===== src/rtl/cone_state_tracker.sv =====
// cone_state_tracker
// Registered tracker for NCH single-bit state cones. Each channel toggles
// only under a unanimous vote group, or loads an alternate value. Repeated
// disagreement drives the channel into a lock-out state, which is reported
// through a valid/ready event port, lowest channel first.
// Optional feature: define CTRK_PARITY_EN to build a registered parity of q.
module cone_state_tracker #(
    parameter  int NCH     = 4,
    parameter  int GRP_W   = 3,
    parameter  int CNT_W   = 4,
    parameter  int LOCK_TH = 3,
    localparam int EW      = (NCH > 1) ? $clog2(NCH) : 1
) (
    input  logic               CK,
    input  logic               RST,
    input  logic [NCH*GRP_W-1:0] grp,
    input  logic [NCH-1:0]     sel,
    input  logic [NCH-1:0]     tog,
    input  logic [NCH-1:0]     alt,
    input  logic [NCH-1:0]     clr,
    output logic [NCH-1:0]     q,
    output logic [NCH-1:0]     lock,
    output logic               evt_valid,
    output logic [EW-1:0]      evt_ch,
    input  logic               evt_ready,
    output logic               q_par
);

    typedef enum logic [1:0] {
        ST_RUN     = 2'd0,
        ST_SUSPECT = 2'd1,
        ST_LOCK    = 2'd2
    } state_t;

    state_t           r_state [NCH];
    logic [CNT_W-1:0] r_cnt   [NCH];
    logic [NCH-1:0]   r_q;
    logic [NCH-1:0]   r_pend;

    logic [NCH-1:0]   w_agree;
    logic [NCH-1:0]   w_lock_enter;
    logic [NCH-1:0]   w_q_nxt;
    logic [NCH-1:0]   w_clr_mask;
    logic [EW-1:0]    w_evt_ch;

    // Vote evaluation, lock-entry detection and next state-bit value.
    always_comb begin
        // NOTE: every combinational output gets a default first so no path leaves it unassigned (no latch).
        w_agree      = '0;
        w_lock_enter = '0;
        w_q_nxt      = r_q;
        for (int i = 0; i < NCH; i++) begin
            w_agree[i] = (&grp[i*GRP_W +: GRP_W]) | ~(|grp[i*GRP_W +: GRP_W]);
            if (!w_agree[i]) begin
                if (r_state[i] == ST_RUN && LOCK_TH == 1)
                    w_lock_enter[i] = 1'b1;
                else if (r_state[i] == ST_SUSPECT &&
                         ((CNT_W+1)'(r_cnt[i]) + 1'b1) >= (CNT_W+1)'(LOCK_TH))
                    w_lock_enter[i] = 1'b1;
            end
            if (r_state[i] == ST_LOCK || w_lock_enter[i])
                w_q_nxt[i] = 1'b0;
            else if (!sel[i])
                w_q_nxt[i] = alt[i];
            else if (w_agree[i])
                w_q_nxt[i] = r_q[i] ^ tog[i];
        end
    end

    // Per-channel RUN/SUSPECT/LOCK machine with its disagreement counter.
    always_ff @(posedge CK) begin
        // NOTE: state registers use non-blocking assignments so all channels see pre-edge values.
        if (RST) begin
            for (int i = 0; i < NCH; i++) begin
                r_state[i] <= ST_RUN;
                r_cnt[i]   <= '0;
            end
        end else begin
            for (int i = 0; i < NCH; i++) begin
                case (r_state[i])
                    ST_RUN: begin
                        if (w_lock_enter[i]) begin
                            r_state[i] <= ST_LOCK;
                            r_cnt[i]   <= '0;
                        end else if (!w_agree[i]) begin
                            r_state[i] <= ST_SUSPECT;
                            r_cnt[i]   <= CNT_W'(1);
                        end
                    end
                    ST_SUSPECT: begin
                        if (w_agree[i]) begin
                            r_state[i] <= ST_RUN;
                            r_cnt[i]   <= '0;
                        end else if (w_lock_enter[i]) begin
                            r_state[i] <= ST_LOCK;
                            r_cnt[i]   <= '0;
                        end else begin
                            r_cnt[i]   <= r_cnt[i] + CNT_W'(1);
                        end
                    end
                    ST_LOCK: begin
                        r_cnt[i] <= '0;
                        if (clr[i])
                            r_state[i] <= ST_RUN;
                    end
                    default: begin
                        r_state[i] <= ST_RUN;
                        r_cnt[i]   <= '0;
                    end
                endcase
            end
        end
    end

    // Channel state bits.
    always_ff @(posedge CK) begin
        if (RST) r_q <= '0;
        else     r_q <= w_q_nxt;
    end

    // Lowest pending channel is the one reported; handshake clears only that bit.
    always_comb begin
        w_evt_ch   = '0;
        w_clr_mask = '0;
        for (int i = NCH - 1; i >= 0; i--) begin
            if (r_pend[i]) w_evt_ch = EW'(i);
        end
        if (|r_pend && evt_ready)
            w_clr_mask[w_evt_ch] = 1'b1;
    end

    // Pending lock events; a new lock on the same edge as its ack wins.
    always_ff @(posedge CK) begin
        if (RST) r_pend <= '0;
        else     r_pend <= (r_pend & ~w_clr_mask) | w_lock_enter;
    end

`ifdef CTRK_PARITY_EN
    logic r_q_par;

    // Parity register tracks q on the same edge.
    always_ff @(posedge CK) begin
        if (RST) r_q_par <= 1'b0;
        else     r_q_par <= ^w_q_nxt;
    end

    assign q_par = r_q_par;
`else
    assign q_par = 1'b0;
`endif

    // Outputs decoded only from registers.
    always_comb begin
        lock = '0;
        for (int i = 0; i < NCH; i++)
            lock[i] = (r_state[i] == ST_LOCK);
    end

    assign q         = r_q;
    assign evt_valid = |r_pend;
    assign evt_ch    = w_evt_ch;

endmodule

===== config.mk =====
export PLATFORM = sky130hd
export DESIGN_NAME = cone_state_tracker
export DESIGN_NICKNAME = d
export VERILOG_FILES = /design/src/rtl/cone_state_tracker.sv
export SDC_FILE = /design/constraint.sdc
export NUM_CORES = 1
export LEC_CHECK = 0
export ABC_AREA = 1
export BUFFER_PORTS_ARGS = -buffer_cell sky130_fd_sc_hd__buf_2
export CORE_UTILIZATION = 27
export CTS_BUF_LIST = sky130_fd_sc_hd__clkbuf_8
export DETAILED_ROUTE_END_ITERATION = 16
export PLACE_DENSITY = 0.45
export SETUP_SLACK_MARGIN = 0.1
export SYNTH_ARGS = -nofsm -noshare
export SYNTH_HDL_FRONTEND = slang
export SYNTH_SLANG_ARGS = --single-unit

===== constraint.sdc =====
create_clock -name CK -period 3.45 [get_ports CK]
set_input_delay 0.5175 -clock CK [delete_from_list [all_inputs] [get_ports CK]]
set_output_delay 0.5175 -clock CK [all_outputs]
set_load 0.02 [all_outputs]

==> out/metrics.cfg <==
[status]
status=finished, final reports clean

[synthesis]
synthAdderAreaFrac_pct=5.39
synthMuxAreaShare_pct=0
yosys_warnings=0
syn_area_per_cell_um2=8.15
yosys.area_share.simple_pct=29.2
synth_top_family_by_area=simple AND/OR/NAND/NOR gates
syn_inst=228
yosysUniqueCellTypes=27
synth_compound_area_share_pct=7.74
synth_xor_area_share_pct=2.36
synth_area_um2=1860
yosysSeqAreaShare_pct=47.4
ys_ff_latch=32

[worst_setup_path]
crit_type=flip-flop to flip-flop
cp_data_arrival_time_ns=1.81
cp-start-kind=flip-flop
path_max_fanout=5
cp-end-kind=flip-flop
crit_required_ns=3.44

[clock_tree]
cts_hold_buf=0
cts_buffers=5
tritoncts=yes
htree_num_levels=2
path_clk_slew_ns=0.07
clk_latency_ns=0.28
clkSinkCount=32
cts-resized-gates=0
clock-root-buffer=clkbuf_8
postCtsSetupRepairBufs=0
clockBufferDepth=2

[sta]
tns_ns=0
rsz0062_at_grt=no
hold_viol=0
maxSlewViolCount=0
period_needed_ns=1.82
fin_skew_ns=0.00642
setup_slack_ns=1.63
fmax_ghz=0.551
setup_violations=0
fin_crit_sh_pct=52.6

[final_layout]
nets=320
layout_common_cells=nor2_1 (42), buf_2 (41), nand2_1 (38), inv_1 (33), edfxtp_1 (24)
final_common_cell=nor2_1
drive_gt1_share_pct=19.5
post-route-cell-area_um2=2260
area_growth_pct=21.6
num_antenna_cells=0

[job]
cap_violations=0

[placed_design]
io_buffers=41
dpl_cell_area_um2=2170
gp_congestion=0.734
pre_cts_ws_ns=1.41
place_hpwl_mm=2.90

[grt]
grt_pass1_vias=1478
grt_pass1_wl_mm=6.42
grt_max_degree=21
antenna_found_initial=0
grt_usage_pct=11.2
grt-ovfl-total=0

[floorplanning]
dieArea_um2=7220
core_area_um2=6490
io_pins=43
fp.dieW_um=85.0
floorplan.initialDensity_pct=28.6
dieHeight_um=85.0
std_cell_rows=29

[detailed_routing]
avgRoutedWirePerCell_um=10.0
vias_per_cell=4.36
drtIter0Drc=79
wl_mm=3.60
route.detailed.drc=0
dr.pass1.iters=6
postRouteAntennaNets=0
vias=1564

[power_and_ir_drop]
irDropWorstVdd_mv=0.229
p_leak_nw=1.08
cellPowerDensity_nw_per_um2=603

[hold_path]
min_path_type=input port to flip-flop

registers in the layout, indices dropped and copies added, names as in the netlist:
| register | flops |
|---|---|
| r_cnt | 16 |
| q | 4 |
| r_pend | 4 |
| r_state | 8 |
path summary, 6_finish.rpt:
path | start | end | slack [ns] | depth (start not counted)
min | sel[2] | q[2]$_SDFFE_PP0P_ | 0.42 | 2
max reg2reg | r_cnt[2][0]$_SDFFCE_PP0P_ | r_state[2][0]$_SDFFCE_PP0P_ | 1.63 | 11
min reg2reg | r_pend[2]$_SDFF_PP0_ | r_pend[2]$_SDFF_PP0_ | 0.50 | 2
max | r_cnt[2][0]$_SDFFCE_PP0P_ | r_state[2][0]$_SDFFCE_PP0P_ | 1.63 | 11
final cells by class:
class | count | area (µm²)
sequential | 32 | 881
inverter | 33 | 124
clock inverter | 2 | 7.51
fill | 698 | 4240
tap | 77 | 96.3
clock buffer | 6 | 82.6
multi-input combinational | 168 | 863
timing repair buffer | 41 | 205
cell usage after synthesis, drive strengths merged:
cell / n / area [µm²]
nor2: 43 / 164
nand2: 40 / 155
inv: 31 / 116
edfxtp: 24 / 721
nand3: 18 / 90.1
nor3: 11 / 70.1
nand4: 10 / 62.6
o21ai: 10 / 53.8
a21oi: 8 / 43.8
dfxtp: 8 / 160
ha: 8 / 100
buf: 3 / 20.0
xnor2: 3 / 26.3
clkinv: 2 / 7.51
o211ai: 2 / 15.0
o21bai: 2 / 15.0
xor2: 2 / 17.5
conb: 1 / 3.75
o21a: 1 / 7.51
o31a: 1 / 8.76
metrics by stage:
stage / utilization, % / std cells / hold WS [ns] / total power, W
global placement: 33.4 / 351 / 0.507 / 0.00108
CTS: 34.8 / 359 / 0.413 / 0.00138
floorplan: - / 236 / 0.466 / 0.000949
global route: 34.8 / 359 / 0.413 / 0.00148
finish: 34.8 / 359 / 0.418 / 0.00136
detailed placement: 33.4 / 351 / 0.491 / 0.00109
layer usage:
metal / track usage, % / share of wire [%] / vias up
li1: - / - / 855
met5: 0 / 0 / -
met2: 17.3 / 43 / 29
met3: 2.63 / 3.5 / 5
met4: 5.55 / 1.8 / 0
met1: 14.7 / 51 / 675
critical path: stages, from the launching register on:
cell and delay, ns:
edfxtp_1 0.43, inv_1 0.08, ha_1 0.32, inv_1 0.06
nand2_1 0.04, nand3_1 0.06, nor2_1 0.04, nand2_1 0.11
nand3_1 0.12, nand2_1 0.09, clkinv_1 0.07, nand3_1 0.11
where the power goes:
part,switching [W],internal (W)
clock network,0.000135,0.000157
registers,0.0000866,0.000530
logic,0.000292,0.000163
logic make-up (layout without fill, tap and decap cells):
kind of cell,count (synthesis),after routing
compound gates,24,24
simple gates,122,122
buf+inv,36,82
fa+ha+maj,8,8
other cells,1,9
flops,32,32
xor+xnor,5,5
Power figures use the tool's default switching activity.
